### src/rtl/elm_pkg.sv
// Shared definitions for the weight memory loader and the per-neuron weight memories:
// loader state encoding, header field offsets and default memory geometry.
package elm_pkg;

  localparam int DATA_WIDTH = 16;
  localparam int ADDR_WIDTH = 10;

  // Header beat: neuron index in the low half, layer id in the high half.
  localparam int NEURON_LSB = 0;

  function automatic int layer_lsb(input int data_width);
    return data_width;
  endfunction

  typedef enum logic [2:0] {
    IDLE  = 3'd0,
    LO    = 3'd1,
    HI    = 3'd2,
    DRAIN = 3'd3,
    DONE  = 3'd4
  } wl_state_e;

endpackage

### src/rtl/weight_mem_loader.sv
// Streams packed weight pairs into the weight RAM of one neuron of layer layerNo.
// Optional running checksum of written data when WLOAD_CHECKSUM_EN is defined.
module weight_mem_loader
  import elm_pkg::*;
#(
  parameter int layerNo      = 1,
  parameter int neuronNo     = 16,
  parameter int numWeight    = 784,
  parameter int addressWidth = ADDR_WIDTH,
  parameter int dataWidth    = DATA_WIDTH
) (
  input  logic                    clk,
  input  logic                    rst_n,
  input  logic [2*dataWidth-1:0]  s_tdata,
  input  logic                    s_tvalid,
  input  logic                    s_tlast,
  output logic                    s_tready,
  output logic [neuronNo-1:0]     wen,
  output logic [addressWidth:0]   waddr,
  output logic [dataWidth-1:0]    win,
  output logic                    busy,
  output logic                    load_done,
  output logic                    err_hdr,
`ifdef WLOAD_CHECKSUM_EN
  output logic [dataWidth-1:0]    checksum,
`endif
  output logic                    err_len
);

  localparam int CNT_W  = addressWidth + 1;
  localparam int NIDX_W = (neuronNo > 1) ? $clog2(neuronNo) : 1;
  localparam int LAY_LSB = layer_lsb(dataWidth);
  localparam logic [CNT_W-1:0] LAST_IDX = CNT_W'(numWeight - 1);

  // Handshake contract: a beat transfers on a rising clk edge where s_tvalid
  // and s_tready are both high; s_tready depends only on the loader state.

  wl_state_e            state_q, state_d;
  logic [CNT_W-1:0]     cnt_q, cnt_d;
  logic [NIDX_W-1:0]    neuron_q, neuron_d;
  logic [dataWidth-1:0] hi_q, hi_d;
  logic                 last_q, last_d;

  logic                 s_tready_q, s_tready_d;
  logic [neuronNo-1:0]  wen_q, wen_d;
  logic [CNT_W-1:0]     waddr_q, waddr_d;
  logic [dataWidth-1:0] win_q, win_d;
  logic                 busy_q, busy_d;
  logic                 load_done_q, load_done_d;
  logic                 err_hdr_q, err_hdr_d;
  logic                 err_len_q, err_len_d;

  logic                 hs;
  logic                 hdr_hs;
  logic                 hdr_bad;
  logic                 last_weight;

  assign hs          = s_tvalid & s_tready_q;
  assign hdr_hs      = hs && (state_q == IDLE);
  assign hdr_bad     = (s_tdata[LAY_LSB +: dataWidth] != dataWidth'(layerNo)) ||
                       (s_tdata[NEURON_LSB +: dataWidth] >= dataWidth'(neuronNo));
  assign last_weight = (cnt_q == LAST_IDX);

  always_comb begin
    state_d     = state_q;
    cnt_d       = cnt_q;
    neuron_d    = neuron_q;
    hi_d        = hi_q;
    last_d      = last_q;
    wen_d       = '0;
    waddr_d     = waddr_q;
    win_d       = win_q;
    err_hdr_d   = err_hdr_q;
    err_len_d   = err_len_q;

    case (state_q)
      IDLE: begin
        if (hs) begin
          err_hdr_d = 1'b0;
          err_len_d = 1'b0;
          cnt_d     = '0;
          neuron_d  = s_tdata[NEURON_LSB +: NIDX_W];
          if (hdr_bad) begin
            err_hdr_d = 1'b1;
            state_d   = s_tlast ? IDLE : DRAIN;
          end else if (s_tlast) begin
            err_len_d = 1'b1;
          end else begin
            state_d = LO;
          end
        end
      end

      LO: begin
        if (hs) begin
          for (int i = 0; i < neuronNo; i++) wen_d[i] = (int'(neuron_q) == i);
          waddr_d = cnt_q;
          win_d   = s_tdata[dataWidth-1:0];
          hi_d    = s_tdata[2*dataWidth-1:dataWidth];
          last_d  = s_tlast;
          cnt_d   = cnt_q + CNT_W'(1);
          if (last_weight) begin
            // Odd count: the high half of the final beat is padding.
            if (s_tlast) begin
              state_d = DONE;
            end else begin
              state_d   = DRAIN;
              err_len_d = 1'b1;
            end
          end else begin
            state_d = HI;
          end
        end
      end

      HI: begin
        for (int i = 0; i < neuronNo; i++) wen_d[i] = (int'(neuron_q) == i);
        waddr_d = cnt_q;
        win_d   = hi_q;
        cnt_d   = cnt_q + CNT_W'(1);
        if (last_weight) begin
          if (last_q) begin
            state_d = DONE;
          end else begin
            state_d   = DRAIN;
            err_len_d = 1'b1;
          end
        end else if (last_q) begin
          state_d   = IDLE;
          err_len_d = 1'b1;
        end else begin
          state_d = LO;
        end
      end

      DRAIN: begin
        if (hs && s_tlast) state_d = IDLE;
      end

      DONE: state_d = IDLE;

      default: state_d = IDLE;
    endcase

    s_tready_d  = (state_d == IDLE) || (state_d == LO) || (state_d == DRAIN);
    busy_d      = (state_d != IDLE);
    load_done_d = (state_d == DONE);
  end

  always_ff @(posedge clk) begin
    if (!rst_n) begin
      state_q     <= IDLE;
      cnt_q       <= '0;
      neuron_q    <= '0;
      hi_q        <= '0;
      last_q      <= 1'b0;
      s_tready_q  <= 1'b0;
      wen_q       <= '0;
      waddr_q     <= '0;
      win_q       <= '0;
      busy_q      <= 1'b0;
      load_done_q <= 1'b0;
      err_hdr_q   <= 1'b0;
      err_len_q   <= 1'b0;
    end else begin
      state_q     <= state_d;
      cnt_q       <= cnt_d;
      neuron_q    <= neuron_d;
      hi_q        <= hi_d;
      last_q      <= last_d;
      s_tready_q  <= s_tready_d;
      wen_q       <= wen_d;
      waddr_q     <= waddr_d;
      win_q       <= win_d;
      busy_q      <= busy_d;
      load_done_q <= load_done_d;
      err_hdr_q   <= err_hdr_d;
      err_len_q   <= err_len_d;
    end
  end

`ifdef WLOAD_CHECKSUM_EN
  logic [dataWidth-1:0] csum_q, csum_d;

  always_comb begin
    csum_d = csum_q;
    if (hdr_hs)      csum_d = '0;
    else if (|wen_d) csum_d = csum_q + win_d;
  end

  always_ff @(posedge clk) begin
    if (!rst_n) csum_q <= '0;
    else        csum_q <= csum_d;
  end

  assign checksum = csum_q;
`endif

  assign s_tready  = s_tready_q;
  assign wen       = wen_q;
  assign waddr     = waddr_q;
  assign win       = win_q;
  assign busy      = busy_q;
  assign load_done = load_done_q;
  assign err_hdr   = err_hdr_q;
  assign err_len   = err_len_q;

endmodule

### config.mk
export PLATFORM = sky130hd
export DESIGN_NAME = weight_mem_loader
export DESIGN_NICKNAME = d
export VERILOG_FILES = /design/src/rtl/elm_pkg.sv /design/src/rtl/weight_mem_loader.sv
export SDC_FILE = /design/constraint.sdc
export NUM_CORES = 1
export LEC_CHECK = 0
export BUFFER_PORTS_ARGS = -buffer_cell sky130_fd_sc_hd__buf_2
export CORE_UTILIZATION = 40
export DETAILED_ROUTE_END_ITERATION = 10
export MAX_ROUTING_LAYER = met4
export PLACE_DENSITY = 0.71
export SLEW_MARGIN = 0
export SYNTH_ARGS = -nofsm -noshare
export SYNTH_HDL_FRONTEND = slang
export SYNTH_SLANG_ARGS = --single-unit
export TNS_END_PERCENT = 30
### constraint.sdc
create_clock -name clk -period 2.1 [get_ports clk]
set_input_delay 0.21 -clock clk [delete_from_list [all_inputs] [get_ports clk]]
set_output_delay 0.21 -clock clk [all_outputs]
set_load 0.05 [all_outputs]
==> results of run 1 <==
[stage by stage]
step	total power [uW]	hold WS [ns]	setup WS [ns]	instances	util
6_report	3260	0.0954	0.199	572	0.511
3_5_place_dp	2050	0.442	0.219	556	0.483
3_3_place_gp	2040	0.440	0.242	556	0.483
5_1_grt	3390	0.0869	0.00765	572	0.511
2_1_floorplan	1930	0.346	0.0126	382	-
4_1_cts	3280	0.0876	0.205	572	0.511
[sequential cells by signal, indices dropped and copies added, names as in the netlist]
register	flops
load_done	1
err_len	1
wen	16
s_tready	1
waddr	11
win	16
state_q	3
cnt_q	11
last_q	1
busy	1
hi_q	16
err_hdr	1
neuron_q	4
[layer usage]
layer  vias up  routed length [um]
met1      1351                3480
met5         -                   0
met4         0                 176
met3        16                 368
met2        82                3680
li1       1476                   -
[cells in the final DEF (no fill, tap or decap), types with 2 or more instances in the layout]
| cell | netlist | final |
|---|---|---|
| nand2_1 | 95 | 95 |
| dfxtp_1 | 83 | 83 |
| buf_2 | 5 | 83 |
| nor2_1 | 48 | 48 |
| a21oi_1 | 32 | 32 |
| a311oi_1 | 16 | 16 |
| buf_4 | 1 | 10 |
| nand3_1 | 9 | 9 |
| nor3_1 | 9 | 9 |
| clkbuf_8 | 0 | 9 |
| xor2_1 | 8 | 8 |
| nor4_1 | 6 | 6 |
| nand2b_1 | 5 | 5 |
| a211oi_1 | 5 | 5 |
| nand4_1 | 5 | 5 |
| and2_1 | 4 | 4 |
| mux2i_1 | 4 | 4 |
| o21ai_0 | 4 | 4 |
| nor3b_1 | 2 | 2 |
| inv_1 | 2 | 2 |
| and3_1 | 2 | 2 |
| nand4b_1 | 2 | 2 |
| bufinv_16 | 0 | 2 |
| clkinvlp_4 | 0 | 2 |
[path summary, 6_finish.rpt]
check                                  from        to  slack [ns]  cells after the start
worst max-delay path               cnt_q[0]      busy        0.20                      6
worst max register to register     cnt_q[0]      busy        0.20                      6
worst min-delay path            s_tdata[30]  hi_q[14]         0.1                      3
worst min register to register      hi_q[3]   hi_q[3]        0.46                      2
[area by class of cell]
cell class,instances,area [um2],share of cell area
tap,102,128,0.0321
inverter,3,11.3,0.00284
sequential,83,1660,0.419
clock inverter,6,88.8,0.0224
multi-input combinational,275,1460,0.368
clock buffer,10,128,0.0321
timing repair buffer,93,490,0.124
[where the power goes]
group | total, uW | leakage (uW) | internal, uW | switching (uW)
Clock | 1250 | 0.000103 | 672 | 578
Sequential | 1650 | 0.000672 | 1620 | 32.8
Combinational | 364 | 0.000846 | 110 | 254
Total | 3260 | 0.00162 | 2400 | 865
[logic make-up after synthesis]
kind of cell    count (synthesis)  synth area share
xor+xnor                        9            0.0244
simple gates                  196             0.273
buf+inv                        24            0.0333
compound gates                 64             0.135
fa+ha+maj                       1           0.00387
flops                          83             0.514
mux                             5            0.0159
[worst max-delay path, stage by stage, from the launching register on]
cell and delay, ns:
dfxtp_1 0.40, ha_1 0.29, and3_1 0.20, nand4_1 0.14
a32oi_1 0.19, o311ai_1 0.14, o41a_1 0.42
==> run_results.csv, run 1 <==
group,metric,value,unit
setup_path,arrival,2.14,ns
grt,grtUsageMet3,0.0448,
grt,busiest_layer,"met2",
routing,drtPass1Iterations,4,
clock_tree,clockRootBuffer,"clkbuf_8",
grt,grtUsageTotal,0.190,
sta,rsz0062_at_grt,"no",
finish,antenna_cells,0,
synthesis,synth_most_common_cell,"nand2_1",
synthesis,yosysTopAreaCell,"dfxtp_1",
die,rows,32,
clock_tree,htreeDepth,3,
place,gp_congestion,0.841,
finish,fin_nets,502,
clock_tree,cts_tree,"yes",
setup_path,critPathMaxFanout,6,
die,pin_count,84,
finish,finalInstanceArea,0.00397,mm2
routing,viasPerCell,5.11,
finish,fill_cells,791,
pwr,power.density,822,mW/mm2
setup_path,critPathKind,"flip-flop to flip-flop",
finish,layout-area-overhead-vs-synth,22.8,%
pwr,p_leak,0.00162,uW
synthesis,yosys_register_bits,83,
routing,wirelength,7700,um
routing,avgRoutedWirePerCell,13.5,um
sta,tns,0,ns
clock_tree,hold_buffers,0,
sta,min_period,1.90,ns
sta,maxSlewViolCount,0,
sta,hold_viol,0,
synthesis,syn-cell-area,0.00323,mm2
grt,grt_use_met1,0.238,
synthesis,avgSynthCellArea,8.46,um2
hold_path,hp-class,"input port to flip-flop",
routing,ant_nets,0,
place,io_buffers,83,
die,die_x,91.9,um
synthesis,synth_area_leaders,"dfxtp_1, nand2_1, nor2_1, a21oi_1, a311oi_1",
sta,max_freq,526,MHz
clock_tree,cts_buffers,9,
sta,timing.final.crit_share,0.905,
synthesis,yosysWarnings,0,
die,core-area,0.00777,mm2
synthesis,yosys_most_used_dff,"dfxtp_1",
synthesis,synthTopCellsByCount,"nand2_1, dfxtp_1, nor2_1",
die,die-area,0.00844,mm2
clock_tree,cts.clk_slew.worst_paths,0.09,ns
grt,met2_usage,0.300,
clock_tree,cts_resized,0,
clock_tree,clk_latency,0.35,ns
setup_path,critPathRequiredTime,2.34,ns
grt,grt.overflow.total,0,
grt,grt_pass1_wl,12500,um
place,place_area,0.00375,mm2
grt,grt_max_degree,54,
clock_tree,clock-sinks,83,
sta,clock_skew,0.00961,ns
die,die_h,91.9,um
pwr,ir_drop,0.450,mV
clock_tree,clockBufferDepth,2,
setup_path,startpoint_type,"flip-flop",
synthesis,async_reset_ff_frac,0,
synthesis,yosysSeqAreaShare,0.514,
sta,max_slew.worst_pin.slew,0.578,ns
finish,drive_gt1_frac,0.245,
job,max_cap_violations,0,
synthesis,syn_inst,382,
routing,drt_iter0_drc,164,
synthesis,synth_edf_count,0,
place,dp_hpwl,5500,um
routing,vias,2925,
outcome,outcome,"completed",
synthesis,synth_top_area_share,0.514,
grt,antenna_found_initial,0,
synthesis,synthDistinctLibCells,44,
setup_path,endpoint_kind,"flip-flop",
synthesis,syn_nets,419,
clock_tree,post-cts-setup-buffer-count,0,
sta,setup_viol,0,
sta,slew_headroom,0.612,
grt,grt_pass1_vias,2669,
die,start_util,0.416,
routing,post-route-drc-count,0,
No activity file was read; power rests on OpenSTA's default activity.
==> run 2: changes to the inputs <==
--- a/config.mk
+++ b/config.mk
@@ -10,7 +10,8 @@
 export DETAILED_ROUTE_END_ITERATION = 10
 export MAX_ROUTING_LAYER = met4
 export PLACE_DENSITY = 0.71
-export SLEW_MARGIN = 0
+export RECOVER_POWER = 50
+export SLEW_MARGIN = 30
 export SYNTH_ARGS = -nofsm -noshare
 export SYNTH_HDL_FRONTEND = slang
 export SYNTH_SLANG_ARGS = --single-unit
==> run 2 against run 1 <==
Sequential share of layout area up 0.81 points; utilization down 0.97 points; register-to-register slack about the same; critical path depth unchanged; combinational power down 3%; critical path type unchanged; power down 0.39%; clock power about the same; clock-buffer cell count unchanged; global-route usage unchanged.
==> run_results.csv, run 2 (synthesis gave the netlist of run 1 again) <==
group,metric,value,unit
outcome,outcome,"completed",
clock_tree,cts_tree,"yes",
routing,viasPerCell,5.13,
die,start_util,0.416,
setup_path,path_delay_family,"compound AO/OA/AOI/OAI gates",
grt,grt_pass1_wl,12500,um
setup_path,critPathRequiredTime,2.34,ns
grt,grtUsageTotal,0.190,
clock_tree,htreeDepth,3,
die,die_x,91.9,um
pwr,power,3250,uW
die,pin_count,84,
die,die_h,91.9,um
place,dp_hpwl,5500,um
setup_path,worst-path-buf-inv,0,
sta,maxSlewViolCount,0,
clock_tree,post-cts-setup-buffer-count,0,
setup_path,startpoint_type,"flip-flop",
setup_path,arrival,2.14,ns
setup_path,crit_slowest_cell,"o41a_1",
grt,grt.overflow.total,0,
clock_tree,clock-sinks,83,
routing,drt_iter0_drc,163,
finish,layout_common_cells,"nand2_1, dfxtp_1, clkbuf_1, nor2_1, buf_2",
place,io_buffers,83,
pwr,ir_drop,0.447,mV
sta,max_slew.worst_pin.slew,0.659,ns
sta,timing.final.crit_share,0.905,
pwr,power.density,835,mW/mm2
grt,grt_pass1_vias,2669,
sta,tns,0,ns
sta,min_period,1.90,ns
sta,max_freq,526,MHz
finish,drive_gt1_frac,0.136,
sta,setup_viol,0,
clock_tree,cts_resized,0,
place,dp.cells,556,
die,die-area,0.00844,mm2
finish,layout-area-overhead-vs-synth,20.5,%
finish,layout_commonest_cell,"nand2_1",
clock_tree,clockRootBuffer,"clkbuf_8",
routing,wirelength,7700,um
sta,slew_headroom,0.561,
clock_tree,cts.clk_slew.worst_paths,0.09,ns
die,core-area,0.00777,mm2
setup_path,endpoint_kind,"flip-flop",
routing,drtPass1Iterations,4,
place,gp_congestion,0.841,
die,rows,32,
setup_path,critPathMaxFanout,6,
sta,hold_viol,0,
grt,antenna_found_initial,0,
finish,antenna_cells,0,
routing,vias,2933,
routing,avgRoutedWirePerCell,13.5,um
finish,fin_nets,502,
sta,rsz0062_at_grt,"no",
grt,grt_max_degree,54,
hold_path,hp-class,"input port to flip-flop",
clock_tree,hold_buffers,0,
setup_path,path_cells,"ha_1, and3_1, nand4_1, a32oi_1, o311ai_1, o41a_1",
job,max_cap_violations,0,
clock_tree,clk_latency,0.35,ns
sta,clock_skew,0.0115,ns
routing,post-route-drc-count,0,
clock_tree,clockBufferDepth,2,
pwr,p_leak,0.00140,uW
clock_tree,cts_buffers,9,
setup_path,slowest_delay,0.42,ns
finish,final_cell_count_no_fill,572,
routing,ant_nets,0,
setup_path,critPathKind,"flip-flop to flip-flop",
==> run 2: layout make-up <==
cell class              instances  area [um2]
inverters                       3        11.3
multi-input cells             275        1460
repair buffers                 93         420
well taps                     102         128
fillers                       810        3870
flip-flops and latches         83        1660
clock inverters                 6        88.8
clock buffers                  10         128
==> run 2: final timing paths <==
kind,from,slack [ns],endpoint,depth (start not counted)
setup / recovery,cnt_q[0],0.20,busy,6
hold / removal,s_tdata[30],0.1,hi_q[14],3
setup reg to reg,cnt_q[0],0.20,busy,6
hold reg to reg,hi_q[7],0.46,hi_q[7],2
==> run 2: routing by layer <==
metal,vias to the layer above,track usage,routed length [um]
met3,17,0.0448,316
met1,1362,0.238,3480
met5,-,-,0
met2,78,0.300,3730
li1,1476,-,-
met4,0,0.0703,178
==> run 2: worst min-delay path: stages <==
cell	delay [ns]
buf_2	0.10
nand2_1	0.05
a21oi_1	0.05
==> run 2: through the flow <==
| stage | util | setup slack [ns] | hold WS [ns] | instance area (um2) |
|---|---|---|---|---|
| 6_report | 0.501 | 0.199 | 0.0953 | 3890 |
| 5_1_grt | 0.501 | 0.00768 | 0.0869 | 3890 |
| 4_1_cts | 0.511 | 0.205 | 0.0876 | 3970 |
| 3_5_place_dp | 0.483 | 0.219 | 0.442 | 3750 |
| 3_3_place_gp | 0.483 | 0.242 | 0.440 | 3750 |
| 2_1_floorplan | - | 0.0126 | 0.346 | 3230 |
==> run 2: power by group <==
group          leakage (uW)  internal (uW)  switching (uW)
clock network      0.000103            672             576
logic              0.000628           99.8             254
registers          0.000672           1620            33.4
total               0.00140           2390             863
